**config.mk**
```make
export PLATFORM = sky130hd
export DESIGN_NAME = ddr_serializer_tx
export DESIGN_NICKNAME = d
export VERILOG_FILES = /design/src/rtl/ddr_serializer_tx.sv
export SDC_FILE = /design/constraint.sdc
export NUM_CORES = 1
export LEC_CHECK = 0
export ABC_CLOCK_PERIOD_IN_PS = 1300
export CAP_MARGIN = 10
export CORE_AREA = 3 3 40 42
export DETAILED_ROUTE_END_ITERATION = 7
export DIE_AREA = 0 0 43 45
export PLACE_DENSITY = 0.72
export SYNTH_ARGS = -nofsm -noshare
export SYNTH_HDL_FRONTEND = slang
export SYNTH_SLANG_ARGS = --single-unit
```
**constraint.sdc**
```tcl
create_clock -name clk -period 1.3 [get_ports clk]
set_input_delay 0.26 -clock clk [delete_from_list [all_inputs] [get_ports clk]]
set_output_delay 0.26 -clock clk [all_outputs]
set_load 0.1 [all_outputs]
```
**src/rtl/ddr_serializer_tx.sv**
```systemverilog
// Double-edge serial transmitter: a handshake loads a word, the first bit pair appears the next cycle, one pair per cycle.
// Backpressure: s_ready is high only when idle or on the last pair of a word, so back-to-back words leave no gap.
module ddr_serializer_tx #(
  parameter int WIDTH     = 8,
  parameter bit MSB_FIRST = 1'b1
) (
  input  logic             clk,
  input  logic             reset,
  input  logic [WIDTH-1:0] s_data,
  input  logic             s_valid,
  output logic             s_ready,
  output logic             ddr_out,
  output logic             ddr_en,
  output logic             ddr_frame
);

  localparam int NPAIR = WIDTH / 2;
  localparam int CW    = (NPAIR > 1) ? $clog2(NPAIR) : 1;
  localparam int SHW   = (WIDTH > 2) ? WIDTH - 2 : 1;
  localparam logic [CW-1:0] CNT_LOAD = CW'(NPAIR - 1);

  logic             hi_q, lo_q;
  logic [CW-1:0]    cnt;
  logic [SHW-1:0]   sh;
  logic [WIDTH-1:0] ord;
  logic [SHW-1:0]   sh_load, sh_shift;
  logic             sh_hi, sh_lo;
  logic             accept;

  // Reorder so that ord[WIDTH-1] is always the first bit on the wire.
  always_comb begin
    ord = s_data;
    if (!MSB_FIRST) begin
      for (int i = 0; i < WIDTH; i++) ord[i] = s_data[WIDTH-1-i];
    end
  end

  generate
    if (WIDTH > 2) begin : g_sh
      assign sh_load  = ord[WIDTH-3:0];
      assign sh_hi    = sh[SHW-1];
      assign sh_lo    = sh[SHW-2];
      assign sh_shift = sh << 2;
    end else begin : g_nosh
      assign sh_load  = '0;
      assign sh_hi    = 1'b0;
      assign sh_lo    = 1'b0;
      assign sh_shift = '0;
    end
  endgenerate

  assign s_ready = reset && (!ddr_en || cnt == '0);
  assign accept  = s_valid && s_ready;

  always_ff @(posedge clk) begin
    if (!reset) begin
      hi_q      <= 1'b0;
      lo_q      <= 1'b0;
      sh        <= '0;
      cnt       <= '0;
      ddr_en    <= 1'b0;
      ddr_frame <= 1'b0;
    end else if (accept) begin
      hi_q      <= ord[WIDTH-1];
      lo_q      <= ord[WIDTH-2];
      sh        <= sh_load;
      cnt       <= CNT_LOAD;
      ddr_en    <= 1'b1;
      ddr_frame <= 1'b1;
    end else if (ddr_en && cnt != '0) begin
      hi_q      <= sh_hi;
      lo_q      <= sh_lo;
      sh        <= sh_shift;
      cnt       <= cnt - CW'(1);
      ddr_frame <= 1'b0;
    end else begin
      // Word finished with nothing queued: return the line to idle-low.
      hi_q      <= 1'b0;
      lo_q      <= 1'b0;
      ddr_en    <= 1'b0;
      ddr_frame <= 1'b0;
    end
  end

  // Level-selected output: high phase carries the earlier bit of the pair.
  assign ddr_out = clk ? hi_q : lo_q;

endmodule

```
Yosys cells after proc, flatten, opt, wreduce, memory -nomap -nowiden
Cells that the tools add are included.
{"block": "word_totals", "ff_bits": 12, "out_inout_bits": 4}
{"block": "classes", "addsub": 1, "n_eq_ne": 1, "n_mux": 12, "n_reduce_logical": 8}
{"cell": "two-way mux 6 bit", "count": 2}
{"cell": "two-way mux 1 bit", "count": 8}
{"cell": "two-way mux 2 bit", "count": 2}
{"cell": "nonzero test 2 bit", "count": 2}
{"cell": "logical AND 1 bit", "count": 3}
{"cell": "logical NOT 2 bit", "count": 1}
{"cell": "inequality test 2 bit (second input constant)", "count": 1}
{"cell": "subtractor 2 x 1 -> 2 bit (second input constant)", "count": 1}
{"cell": "logical NOT 1 bit", "count": 1}
{"cell": "logical OR 1 bit", "count": 1}

Depth between registers and ports, before layout
{"block": "depth", "ltp_word": 5, "ltp_mapped": 6, "mapped_depth_nobuf": 5}

==> impl_metrics.ini <==
[synthesis]
synthDominantCellAreaShare_pct = 45.7
avgSynthCellArea_um2 = 10.1
synth_largest_area_cell = dfxtp_1
ys_seq_area_share_pct = 45.7
syn_area_um2 = 526
synth-seq-cells = 12
synth.net_count = 64
yosysWarnings = 0
synth.distinct_cells = 23
synth_area_leaders = dfxtp_1, mux2i_1, a21oi_2
syn_inst = 52

[sta]
fin_crit_ns = 1.58
relSlewSlack_pct = 88.2
worst_pin_slew_ns = 0.173
rsz0062_at_grt = true
hold_viol = 0
setup_violations = 2
setup_ws_ns = -0.281
slew_viol_final = 0
clock_skew_ns = 0.000800
fmax_mhz = 632
timing.final.crit_share_pct = 122

[die]
rows = 13
die_area_mm2 = 0.00194
start_util_pct = 40.9
coreArea_mm2 = 0.00128
die_h_um = 45
die_x_um = 43
ios = 15

[clock_tree]
postCtsHoldBufs = 0
cts_tree = yes
clk_latency_ns = 0.38
cts.clk_slew.worst_paths_ns = 0.07

[setup_path]
timing_worst_setup_path_type = reg2out
path_max_fanout = 2
cp-end-kind = primary output
crit_arrival_ns = 1.32
crit_required_ns = 1.04
cp-start-kind = flop

[route]
post-route-drc-count = 0
routed_wl_um = 1040
dr_total_vias = 440
first_pass_iters = 4
wl_per_cell_um = 11.6
vias_per_cell = 4.89
ant_nets = 0
dr.first_iter.drc_count = 7

[outcome]
violations = setup timing
status = complete, but fails checks

[place]
globalplace.congestion = 0.712
numPortBuffers = 14
hpwlAfterDp_um = 710
placed_area_um2 = 734

[layout]
area_growth_pct = 54.8
design_area_um2 = 813
n_antenna_cell = 0
layout.nets = 88
drive_gt1_share_pct = 38.7

[grt]
grt_first_pass_wirelength_um = 1690
grt_usage_pct = 13.3
grt_max_degree = 13
grt_antenna_before_repair = 0
grt_overflow = 0
grt_pass1_vias = 416

[power]
power.density_mw_per_mm2 = 1370
p_leak_nw = 0.347
ir_drop_mv = 0.766
power_w = 0.00111

[min_path]
hold_path_class = in2reg

[job]
drv_cap = 0
## cell type report
type | count | area (µm²)
Clock buffer | 7 | 61.3
Fill cell | 103 | 472
Inverter | 3 | 13.8
Multi-Input combinational cell | 34 | 268
Sequential cell | 12 | 246
Tap cell | 15 | 18.8
Timing Repair Buffer | 19 | 205
## metrics by stage
step / utilization (%) / instances / setup WS [ns] / setup TNS (ns) / hold slack [ns]
final: 63.3 / 90 / -0.281 / -0.474 / 0.465
after global routing: 63.3 / 90 / -0.323 / -0.520 / 0.487
after CTS: 63.3 / 90 / -0.290 / -0.488 / 0.457
after detailed placement: 57.2 / 83 / -0.890 / -0.952 / 0.464
after global placement: 57.2 / 83 / -0.890 / -0.942 / 0.457
after floorplan: - / 52 / -0.0299 / -0.0536 / 0.407
## cell usage in the layout, fill, tap and decap left out, drive strengths merged, types with 2 or more instances in the layout
cell type      instances
dfxtp                 12
buf                   11
clkdlybuf4s50         10
mux2i                  6
o21ai                  5
clkbuf                 5
a21oi                  4
nand2                  4
nor2                   3
inv                    3
nand3                  2
a21boi                 2
## kinds of logic (layout without fill, tap and decap cells)
kind of cell | after synthesis | count (layout) | synth area share (%)
DFF | 12 | 12 | 45.7
muxes | 7 | 7 | 13.6
adders and majority gates | 1 | 1 | 2.38
AOI/OAI and AO/OA | 13 | 13 | 16.9
and+or+nand+nor | 13 | 13 | 14.0
buffers and inverters | 6 | 29 | 7.38
## path summary, 6_finish.rpt
check | startpoint | to | slack (ns) | depth (start not counted)
worst max-delay path | cnt[0] | s_ready | -0.28 | 6
worst min-delay path | s_data[6] | lo_q | 0.47 | 3
worst max register to register | cnt[0] | sh[4] | 0.13 | 6
worst min register to register | sh[5] | hi_q | 0.47 | 2
## where the power goes
part	switching, W	internal, W
Combinational	0.000120	0.000118
Sequential	0.0000189	0.000399
Clock	0.000216	0.000244
## routing by layer
layer | vias up | GRT usage (%) | wire length [µm]
met5 | - | 0 | 0
met4 | 0 | 12.7 | 23
met3 | 4 | 8.37 | 90
met2 | 17 | 19.8 | 472
met1 | 194 | 12.5 | 458
li1 | 225 | - | -
## state kept, by name (all words and copies together) (netlist names)
register / flops
hi_q: 1
cnt: 2
sh: 6
lo_q: 1
ddr_frame: 1
ddr_en: 1
## worst max-delay path: stages (launching register included)
cell	delay, ns
dfxtp_2	0.34
inv_2	0.05
ha_4	0.15
nand2b_4	0.14
nand2_4	0.07
inv_4	0.04
buf_12	0.15
## cell usage after synthesis
cell type	count
a21boi_1	2
a21oi_1	1
a21oi_2	3
and2b_4	1
and3_1	1
buf_2	1
buf_6	2
dfxtp_1	12
ha_1	1
inv_1	2
inv_2	1
mux2_2	1
mux2i_1	6
nand2_1	3
nand2_2	1
nand2b_4	1
nand3_1	2
nor2_1	3
nor3_1	1
o21a_1	1
o21ai_0	1
o21ai_1	4
o311a_1	1
## repair_timing
action | CTS | global route
pin swaps | 2 | 0
setup buffers | 1 | 2
endpoints found under the setup margin | 2 | 9
gates resized for setup | 16 | 2
Note: power is estimated with default switching activity, not from simulation.
